[src/rtl/camera_capture_if.sv]
// Camera-pin and frame-buffer-write bundle for camera_capture; line_err exists only
// when CAMERA_CAPTURE_LINE_CHECK_EN is defined.
interface camera_capture_if #(
  parameter int ADDR_WIDTH = 15
);
  logic                  v_sync;
  logic                  h_ref;
  logic [7:0]            data_in;
  logic                  we;
  logic [ADDR_WIDTH-1:0] write_addr;
  logic                  pixel;
  logic [7:0]            Y;
  logic                  frame_done;
`ifdef CAMERA_CAPTURE_LINE_CHECK_EN
  logic                  line_err;

  modport master (
    output v_sync, h_ref, data_in,
    input  we, write_addr, pixel, Y, frame_done, line_err
  );

  modport slave (
    input  v_sync, h_ref, data_in,
    output we, write_addr, pixel, Y, frame_done, line_err
  );
`else
  modport master (
    output v_sync, h_ref, data_in,
    input  we, write_addr, pixel, Y, frame_done
  );

  modport slave (
    input  v_sync, h_ref, data_in,
    output we, write_addr, pixel, Y, frame_done
  );
`endif
endinterface

[src/rtl/camera_capture.sv]
// OV7670 YUV422 capture: 2:1 decimation in both axes, 1-bit luma threshold, 2-pclk write latency,
// no backpressure (frame RAM always accepts). CAMERA_CAPTURE_LINE_CHECK_EN adds line_err.
module camera_capture #(
  parameter int         ADDR_WIDTH  = 15,
  parameter int         H_PIXELS_IN = 320,
  parameter int         V_LINES_IN  = 240,
  parameter logic [7:0] THRESHOLD   = 8'd64,
  parameter bit         Y_FIRST     = 1'b1
) (
  input logic             pclk,
  input logic             reset,
  camera_capture_if.slave bus
);

  localparam int HCW         = $clog2(H_PIXELS_IN + 1) + 1;
  localparam int VCW         = $clog2(V_LINES_IN + 1) + 1;
  localparam int FRAME_WORDS = (H_PIXELS_IN / 2) * (V_LINES_IN / 2);

  localparam logic [HCW-1:0]        H_MAX      = HCW'(H_PIXELS_IN);
  localparam logic [VCW-1:0]        V_MAX      = VCW'(V_LINES_IN);
  localparam logic [ADDR_WIDTH-1:0] ADDR_LIMIT = ADDR_WIDTH'(FRAME_WORDS);
  localparam logic                  LUMA_PHASE = Y_FIRST ? 1'b0 : 1'b1;

  typedef enum logic [1:0] {
    S_WAIT_VS_HIGH,
    S_WAIT_VS_LOW,
    S_ACTIVE
  } state_t;

  state_t                r_state;
  logic                  r_vs;
  logic                  r_href;
  logic                  r_href_d;
  logic [7:0]            r_data;
  logic                  r_phase;
  logic [HCW-1:0]        r_h_pix;
  logic [VCW-1:0]        r_v_line;
  logic [ADDR_WIDTH-1:0] r_next_addr;
  logic                  r_we;
  logic [ADDR_WIDTH-1:0] r_write_addr;
  logic                  r_pixel;
  logic [7:0]            r_y;
  logic                  r_frame_done;

  logic w_keep;
  logic w_href_fall;

  assign w_keep = !r_h_pix[0] && !r_v_line[0] && (r_h_pix < H_MAX) &&
                  (r_v_line < V_MAX) && (r_next_addr < ADDR_LIMIT);
  assign w_href_fall = r_href_d && !r_href;

`ifdef CAMERA_CAPTURE_LINE_CHECK_EN
  logic r_line_err;
  logic w_line_bad;

  // Byte count of the finished line is {h_pix, phase}; anything but 2*H_PIXELS_IN is an error.
  assign w_line_bad   = (r_h_pix != H_MAX) || r_phase;
  assign bus.line_err = r_line_err;
`endif

  always_ff @(posedge pclk) begin
    if (reset) begin
      r_state      <= S_WAIT_VS_HIGH;
      r_vs         <= 1'b0;
      r_href       <= 1'b0;
      r_href_d     <= 1'b0;
      r_data       <= 8'd0;
      r_phase      <= 1'b0;
      r_h_pix      <= '0;
      r_v_line     <= '0;
      r_next_addr  <= '0;
      r_we         <= 1'b0;
      r_write_addr <= '0;
      r_pixel      <= 1'b0;
      r_y          <= 8'd0;
      r_frame_done <= 1'b0;
`ifdef CAMERA_CAPTURE_LINE_CHECK_EN
      r_line_err   <= 1'b0;
`endif
    end else begin
      r_vs         <= bus.v_sync;
      r_href       <= bus.h_ref;
      r_data       <= bus.data_in;
      r_href_d     <= r_href;
      r_we         <= 1'b0;
      r_frame_done <= 1'b0;
`ifdef CAMERA_CAPTURE_LINE_CHECK_EN
      if (r_frame_done) r_line_err <= 1'b0;
`endif
      case (r_state)
        S_WAIT_VS_HIGH: begin
          r_phase <= 1'b0;
          r_h_pix <= '0;
          if (r_vs) r_state <= S_WAIT_VS_LOW;
        end
        S_WAIT_VS_LOW: begin
          r_phase     <= 1'b0;
          r_h_pix     <= '0;
          r_v_line    <= '0;
          r_next_addr <= '0;
          if (!r_vs) r_state <= S_ACTIVE;
        end
        S_ACTIVE: begin
          if (r_vs) begin
            // Frame end wins over any byte registered on the same cycle.
            r_frame_done <= 1'b1;
            r_next_addr  <= '0;
            r_phase      <= 1'b0;
            r_h_pix      <= '0;
            r_state      <= S_WAIT_VS_LOW;
`ifdef CAMERA_CAPTURE_LINE_CHECK_EN
            if (r_v_line != V_MAX) r_line_err <= 1'b1;
`endif
          end else if (r_href) begin
            r_phase <= ~r_phase;
            if (r_phase && !(&r_h_pix)) r_h_pix <= r_h_pix + 1'b1;
            if ((r_phase == LUMA_PHASE) && w_keep) begin
              r_we         <= 1'b1;
              r_write_addr <= r_next_addr;
              r_y          <= r_data;
              r_pixel      <= (r_data >= THRESHOLD);
              r_next_addr  <= r_next_addr + 1'b1;
            end
          end else begin
            r_phase <= 1'b0;
            r_h_pix <= '0;
            if (w_href_fall) begin
              if (!(&r_v_line)) r_v_line <= r_v_line + 1'b1;
`ifdef CAMERA_CAPTURE_LINE_CHECK_EN
              if (w_line_bad) r_line_err <= 1'b1;
`endif
            end
          end
        end
        default: r_state <= S_WAIT_VS_HIGH;
      endcase
    end
  end

  assign bus.we         = r_we;
  assign bus.write_addr = r_write_addr;
  assign bus.pixel      = r_pixel;
  assign bus.Y          = r_y;
  assign bus.frame_done = r_frame_done;

endmodule

[src/flat_wrapper.sv]
// flat-port wrapper written by rule: the top's interface ports become plain ports
module camera_capture_flat 
#(
  parameter int         ADDR_WIDTH  = 15,
  parameter int         H_PIXELS_IN = 320,
  parameter int         V_LINES_IN  = 240,
  parameter logic [7:0] THRESHOLD   = 8'd64,
  parameter bit         Y_FIRST     = 1'b1
)
  (pclk, reset, bus_v_sync, bus_h_ref, bus_data_in, bus_we, bus_write_addr, bus_pixel, bus_Y, bus_frame_done);
  camera_capture_if #(.ADDR_WIDTH(ADDR_WIDTH)) bus_i ();
  input logic pclk;
  input logic reset;
  input wire logic [$bits(bus_i.v_sync)-1:0] bus_v_sync;
  input wire logic [$bits(bus_i.h_ref)-1:0] bus_h_ref;
  input wire logic [$bits(bus_i.data_in)-1:0] bus_data_in;
  output wire logic [$bits(bus_i.we)-1:0] bus_we;
  output wire logic [$bits(bus_i.write_addr)-1:0] bus_write_addr;
  output wire logic [$bits(bus_i.pixel)-1:0] bus_pixel;
  output wire logic [$bits(bus_i.Y)-1:0] bus_Y;
  output wire logic [$bits(bus_i.frame_done)-1:0] bus_frame_done;
  assign bus_i.v_sync = bus_v_sync;
  assign bus_i.h_ref = bus_h_ref;
  assign bus_i.data_in = bus_data_in;
  assign bus_we = bus_i.we;
  assign bus_write_addr = bus_i.write_addr;
  assign bus_pixel = bus_i.pixel;
  assign bus_Y = bus_i.Y;
  assign bus_frame_done = bus_i.frame_done;
  camera_capture #(.ADDR_WIDTH(ADDR_WIDTH), .H_PIXELS_IN(H_PIXELS_IN), .V_LINES_IN(V_LINES_IN), .THRESHOLD(THRESHOLD), .Y_FIRST(Y_FIRST)) u_core (.pclk(pclk), .reset(reset), .bus(bus_i));
endmodule
[config.mk]
export PLATFORM = sky130hd
export DESIGN_NAME = camera_capture_flat
export DESIGN_NICKNAME = d
export VERILOG_FILES = /design/src/rtl/camera_capture_if.sv /design/src/rtl/camera_capture.sv /design/src/flat_wrapper.sv
export SDC_FILE = /design/constraint.sdc
export NUM_CORES = 1
export LEC_CHECK = 0
export CELL_PAD_IN_SITES_DETAIL_PLACEMENT = 1
export CELL_PAD_IN_SITES_GLOBAL_PLACEMENT = 2
export CORE_MARGIN = 3
export CORE_UTILIZATION = 39
export CTS_BUF_LIST = sky130_fd_sc_hd__clkbuf_4 sky130_fd_sc_hd__clkbuf_8
export DETAILED_ROUTE_END_ITERATION = 10
export GPL_TIMING_DRIVEN = 0
export PLACE_DENSITY_LB_ADDON = 0.12
export SYNTH_ARGS = -nofsm -noshare
export SYNTH_HDL_FRONTEND = slang
export SYNTH_SLANG_ARGS = --single-unit
[constraint.sdc]
create_clock -name pclk -period 3.1 [get_ports pclk]
set_input_delay 0.31 -clock pclk [delete_from_list [all_inputs] [get_ports pclk]]
set_output_delay 0.31 -clock pclk [all_outputs]
set_load 0.1 [all_outputs]
Word-level counts from Yosys, hierarchy flattened:

Cells that the tools add are included.

* add/sub/neg operators: 3
* $mul: 0
* divide/modulo/power cells: 0
* magnitude comparators: 4
* eq/ne operators: 11
* shift operators: 0
* muxes and demuxes: 21
* bitwise operators: 4
* reductions and logical operators: 25

Operator list (count)
* $mux 15: 3
* $mux 9: 4
* $mux 10: 3
* $pmux 15 s2: 1
* $pmux 10 s2: 1
* $pmux 9 s2: 1
* $add 15x1->15 const B: 1
* $lt 15x15->1 const B: 1
* $add 10x1->10 const B: 1
* $lt 10x9->1 const B: 1
* $reduce_and 10->1: 1
* $add 9x1->9 const B: 1
* $lt 9x8->1 const B: 1
* $reduce_and 9->1: 1
* $ge 8x7->1 const B: 1
* $ne 2x2->1 const B: 4
* $logic_and 1x1->1: 7
* $ne 3x1->1 const B: 2
* $reduce_or 2->1: 3
* $reduce_and 5->1: 1
* $logic_not 1->1: 4
* $mux 1: 4
* $mux 2: 2
* $ne 2x1->1 const B: 2
* other kinds (12): 17

* flip-flop bits (word level): 74
* latch bits: 0
* bits in writable memories: 0
* ROM bits: 0
* output and inout bits: 26
* logic and storage cells: 82
* memories: 0

Logic depth before layout (Yosys ltp):

* depth in word-level cells: 10
* depth in mapped cells: 9
* gate-level depth less buffers: 9

Worst setup path before layout:

OpenSTA, ideal clock, no wires.

* path type: reg2reg
* from: register u_core.r_v_line[0]
* to: register u_core.r_v_line[7]
* library setup time: 129 ps
* arrival time: 1994 ps
* path slack: 976 ps
* cell stages (with the launch flop): 10
* buffers on the path: 0
* path through: dfxtp_1 -> ha_1 -> nand3_1 -> nor2_1 -> ha_1 -> or4b_1 -> a21o_1 -> nor3_2 -> xnor2_1 -> nor2_1

* cells in the longest elaborated chain, start to end: 6
* elaborated cells between the ends (all ways): 9

Ends and longest elaborated chain
* from (decl): RTL line camera_capture.sv:37 `logic [VCW-1:0] r_v_line;`
* from (signal assigned): RTL line camera_capture.sv:128 `if (!(&r_v_line)) r_v_line <= r_v_line + 1'b1;`
* $add 9x1->9: RTL line camera_capture.sv:128
* $mux 9: RTL line camera_capture.sv:128
* $mux 9: RTL line camera_capture.sv:127 `if (w_href_fall) begin`
* $mux 9: RTL line camera_capture.sv:114 `end else if (r_href) begin`
* $mux 9: RTL line camera_capture.sv:104 `if (r_vs) begin`
* $pmux 9 s2: RTL line camera_capture.sv:90 `case (r_state)`

Several ways; a longest one is shown, not always the timed one. The select of a mux whose other input is x is not followed.
A chain may end at the register's enable or synchronous reset.

Worst setup path after layout:

* from: register u_core.r_v_line[0]
* to: register u_core.r_v_line[5]

The elaborated chain is that of the path after synthesis.

==> summary.md <==
| Metric | Value |
|---|---|
| Routability Congestion | 0.838 |
| PostCTS Resize Cnt | 0 |
| Uppermost layer routed | met4 |
| Critical path class | register to register |
| Cell taking the most area after synthesis | dfxtp_1 |
| Slew Limit Headroom | 0.339 |
| Synth Flop Type | dfxtp_1 |
| Root Buffer | clkbuf_8 |
| Yosys Warn Count | 0 |
| Net count, final | 411 |
| Grt total ovfl | 0 |
| RSZ-0062 raised after global routing | no |
| Die Y | between 90 and 100 um |
| Slew Limit Fails | 0 |
| First-pass GRT wire length | approximately 13,000 um |
| Vias in the first global route | between 2,000 and 3,000 |
| WL per Instance | between 15 and 20 um |
| Final wirelength | 7560 um |
| Fillers | 933 |
| TNS Setup | 0 ns |
| Maximum vdd drop | ~250 uV |
| Cell Count, Final, Fillers Out | about 500 |
| Netlist Area Pre-Place | 0.00324 mm2 |
| Pwr Total | around 0.0020 W |
| Max H-tree Level | 3 |
| Syn Area/Cell | between 9 and 10 um2 |
| Synth top cells by count | dfxtp_1 (74), nor2_1 (57), mux2i_1 (25), nand2_1 (18), nand4_1 (17) |
| Met2 WL | roughly 3800 um |
| Port buffer count | 37 |
| Core ar. | 0.00789 mm2 |
| Width of the die | approximately 97 um |
| CTS Hold Bufs | 0 |
| Inserted Clock Buffers | 9 |
| Metal3 WL | between 150 and 200 um |
| Initial Util | 0.411 |
| Crit path launch type | register |
| Via count | 2,640 |
| Io pins | 38 |
| Number of synthesized register bits | 74 |
| MaxCap Viol Count | 0 |
| Clock Latency Late Sink | around 0.34 ns |
| Ratio of total power to cell area | around 500 mW/mm2 |
| Number of synthesized flops with an enable pin | 0 |
| CTS tree | built |
| Outcome | completed |
| Largest net degree at the start of global routing | 15 |
| FMAX | 416 MHz |
| Antenna violations before repair | 0 |
| Final setup skew | roughly 0.0085 ns |
| Number of vias per cell | ~5.3 |
| # diodes | 0 |
| Clock Pin Slew Worst Setup and Hold Paths | 0.08 ns |
| Sink Count | 74 |
| Ys async rst share | 0 |
| Final HPWL DP | 5540 um |
| Detailed Route Iter0 Violations | 56 |
| DRC viols | 0 |
| Library cells used by synthesis | 55 |
| Layout cells sized above 1 | 0.0934 |
| Cell count after synthesis | between 300 and 400 |
| GRT Overall Usage | 0.167 |
| Site row count | 32 |
| Antenna viol nets, final | 0 |
| CTS max path bufs | 2 |
| Crit path capture type | register |
| 1st-pass router iterations | 4 |
| Fin crit period | 2.40 ns |
| DRT met1 WL | ~3500 um |
| Worst Tran Pin Value | approximately 0.99 ns |
| Final core occ | 0.505 |
| Die area | 0.00944 mm2 |
| Leak Pwr | around 1.4 nW |
| Fin crit share | 0.775 |
| Syn Nets | 363 |
| Postcts setup bufs | 0 |
| Min-Delay Path Class | register to register |
| Crit path DAT | roughly 2.6 ns |
| Share of the synthesized area in the top cell type | 0.457 |
| Most frequent cell after synthesis | dfxtp_1 |
| Growth of design area from synthesis to finish | 23.0% |
| Final setup fails | 0 |
| Largest fanout on the critical path | 7 |
| Final hold vios | 0 |
| CP required | between 3 and 4 ns |
| Seq/Total Area, Yosys | 0.457 |
| Placed Instances | 482 |
| Synth top area cells | dfxtp_1 (46%), mux2i_1 (7.7%), nor2_1 (6.6%) |
flip-flops by register name, summed over array words and instances (netlist names):
name                   flops
u_core.r_href_d            1
u_core.r_next_addr        15
u_core.bus.pixel           1
u_core.r_h_pix            10
u_core.bus.we              1
u_core.r_href              1
u_core.r_v_line            9
u_core.r_vs                1
u_core.bus.write_addr     15
u_core.r_data              8
u_core.bus.Y               8
u_core.r_phase             1
u_core.r_state             2
u_core.bus.frame_done      1
final timing paths:
path | start | to | slack (ns) | cells past startpoint
max | u_core.r_v_line[0] | u_core.r_v_line[5] | 0.70 | 9
min | u_core.r_data[5] | u_core.bus.Y[5] | 0.48 | 2
max reg2reg | u_core.r_v_line[0] | u_core.r_v_line[5] | 0.70 | 9
min reg2reg | u_core.r_data[5] | u_core.bus.Y[5] | 0.48 | 2
per-stage QoR:
step | hold slack [ns] | area, um2 | setup WS [ns]
after global placement | 0.447 | 3740 | 0.749
after CTS | 0.484 | 3990 | 0.696
after global routing | 0.506 | 3990 | 0.593
final | 0.478 | 3990 | 0.696
after detailed placement | 0.464 | 3740 | 0.736
after floorplan | 0.438 | 3240 | 0.976
where the power goes:
part           leakage [nW]  internal (W)   total, W  switching [W]
Sequential            0.599      0.000959   0.000965     0.00000625
Combinational         0.672     0.0000326  0.0000871      0.0000545
Clock                 0.121      0.000543   0.000923       0.000380
placed cells by master, fill, tap and decap left out, types with 3 or more instances in the layout:
cell | Yosys | routed
xor2_1 | 12 | 12
clkbuf_8 | 0 | 9
xnor2_1 | 3 | 3
and4_1 | 4 | 4
dfxtp_1 | 74 | 74
clkdlybuf4s50_1 | 0 | 37
nand3_1 | 8 | 8
a21oi_1 | 15 | 15
o21ai_0 | 7 | 7
nand2_1 | 18 | 18
nor2b_1 | 12 | 12
o31ai_1 | 3 | 3
nand4_1 | 17 | 17
mux2i_1 | 25 | 25
ha_1 | 8 | 8
buf_2 | 3 | 3
bufinv_16 | 0 | 3
nor2_1 | 57 | 57
a211oi_1 | 5 | 5
inv_6 | 0 | 3
and3_1 | 3 | 3
clkbuf_1 | 6 | 6
nand2b_1 | 4 | 4
inv_1 | 5 | 5
or4_1 | 3 | 3
a41oi_1 | 4 | 4
logic make-up (layout without fill, tap and decap cells):
kind of cell             Yosys count  in the layout  share of synthesized area
XOR/XNOR                          15             15                     0.0406
AND/OR/NAND/NOR                  151            151                      0.251
flip-flops                        74             74                      0.457
AO/OA/AOI/OAI                     50             50                      0.104
multiplexers                      25             25                     0.0772
adder cells (fa/ha/maj)            8              8                     0.0309
buffers and inverters             20             73                     0.0390
area by class of cell:
type / count / area [um2] / share of cell area
flip-flops and latches: 74 / 1480 / 0.372
repair buffers: 37 / 370 / 0.0929
multi-input cells: 249 / 1630 / 0.409
clock buffers: 9 / 124 / 0.0311
inverters: 6 / 22.5 / 0.00565
well taps: 102 / 128 / 0.0320
plain buffers: 14 / 104 / 0.0261
clock inverters: 7 / 124 / 0.0311
critical path: stages (launching register included):
cell and delay (ns):
dfxtp_1 0.40, ha_1 0.29, nand3_1 0.10, nor2_1 0.05, ha_1 0.21, or4b_1 0.52, a21oi_2 0.31, nand4_1 0.17
xor2_1 0.16, nor2_1 0.05
routing by layer:
metal | GRT usage | vias up
met5 | 0 | -
met4 | 0.0551 | 0
met3 | 0.0266 | 9
met2 | 0.303 | 26
met1 | 0.201 | 1285
li1 | - | 1320
Power figures use the tool's default switching activity.
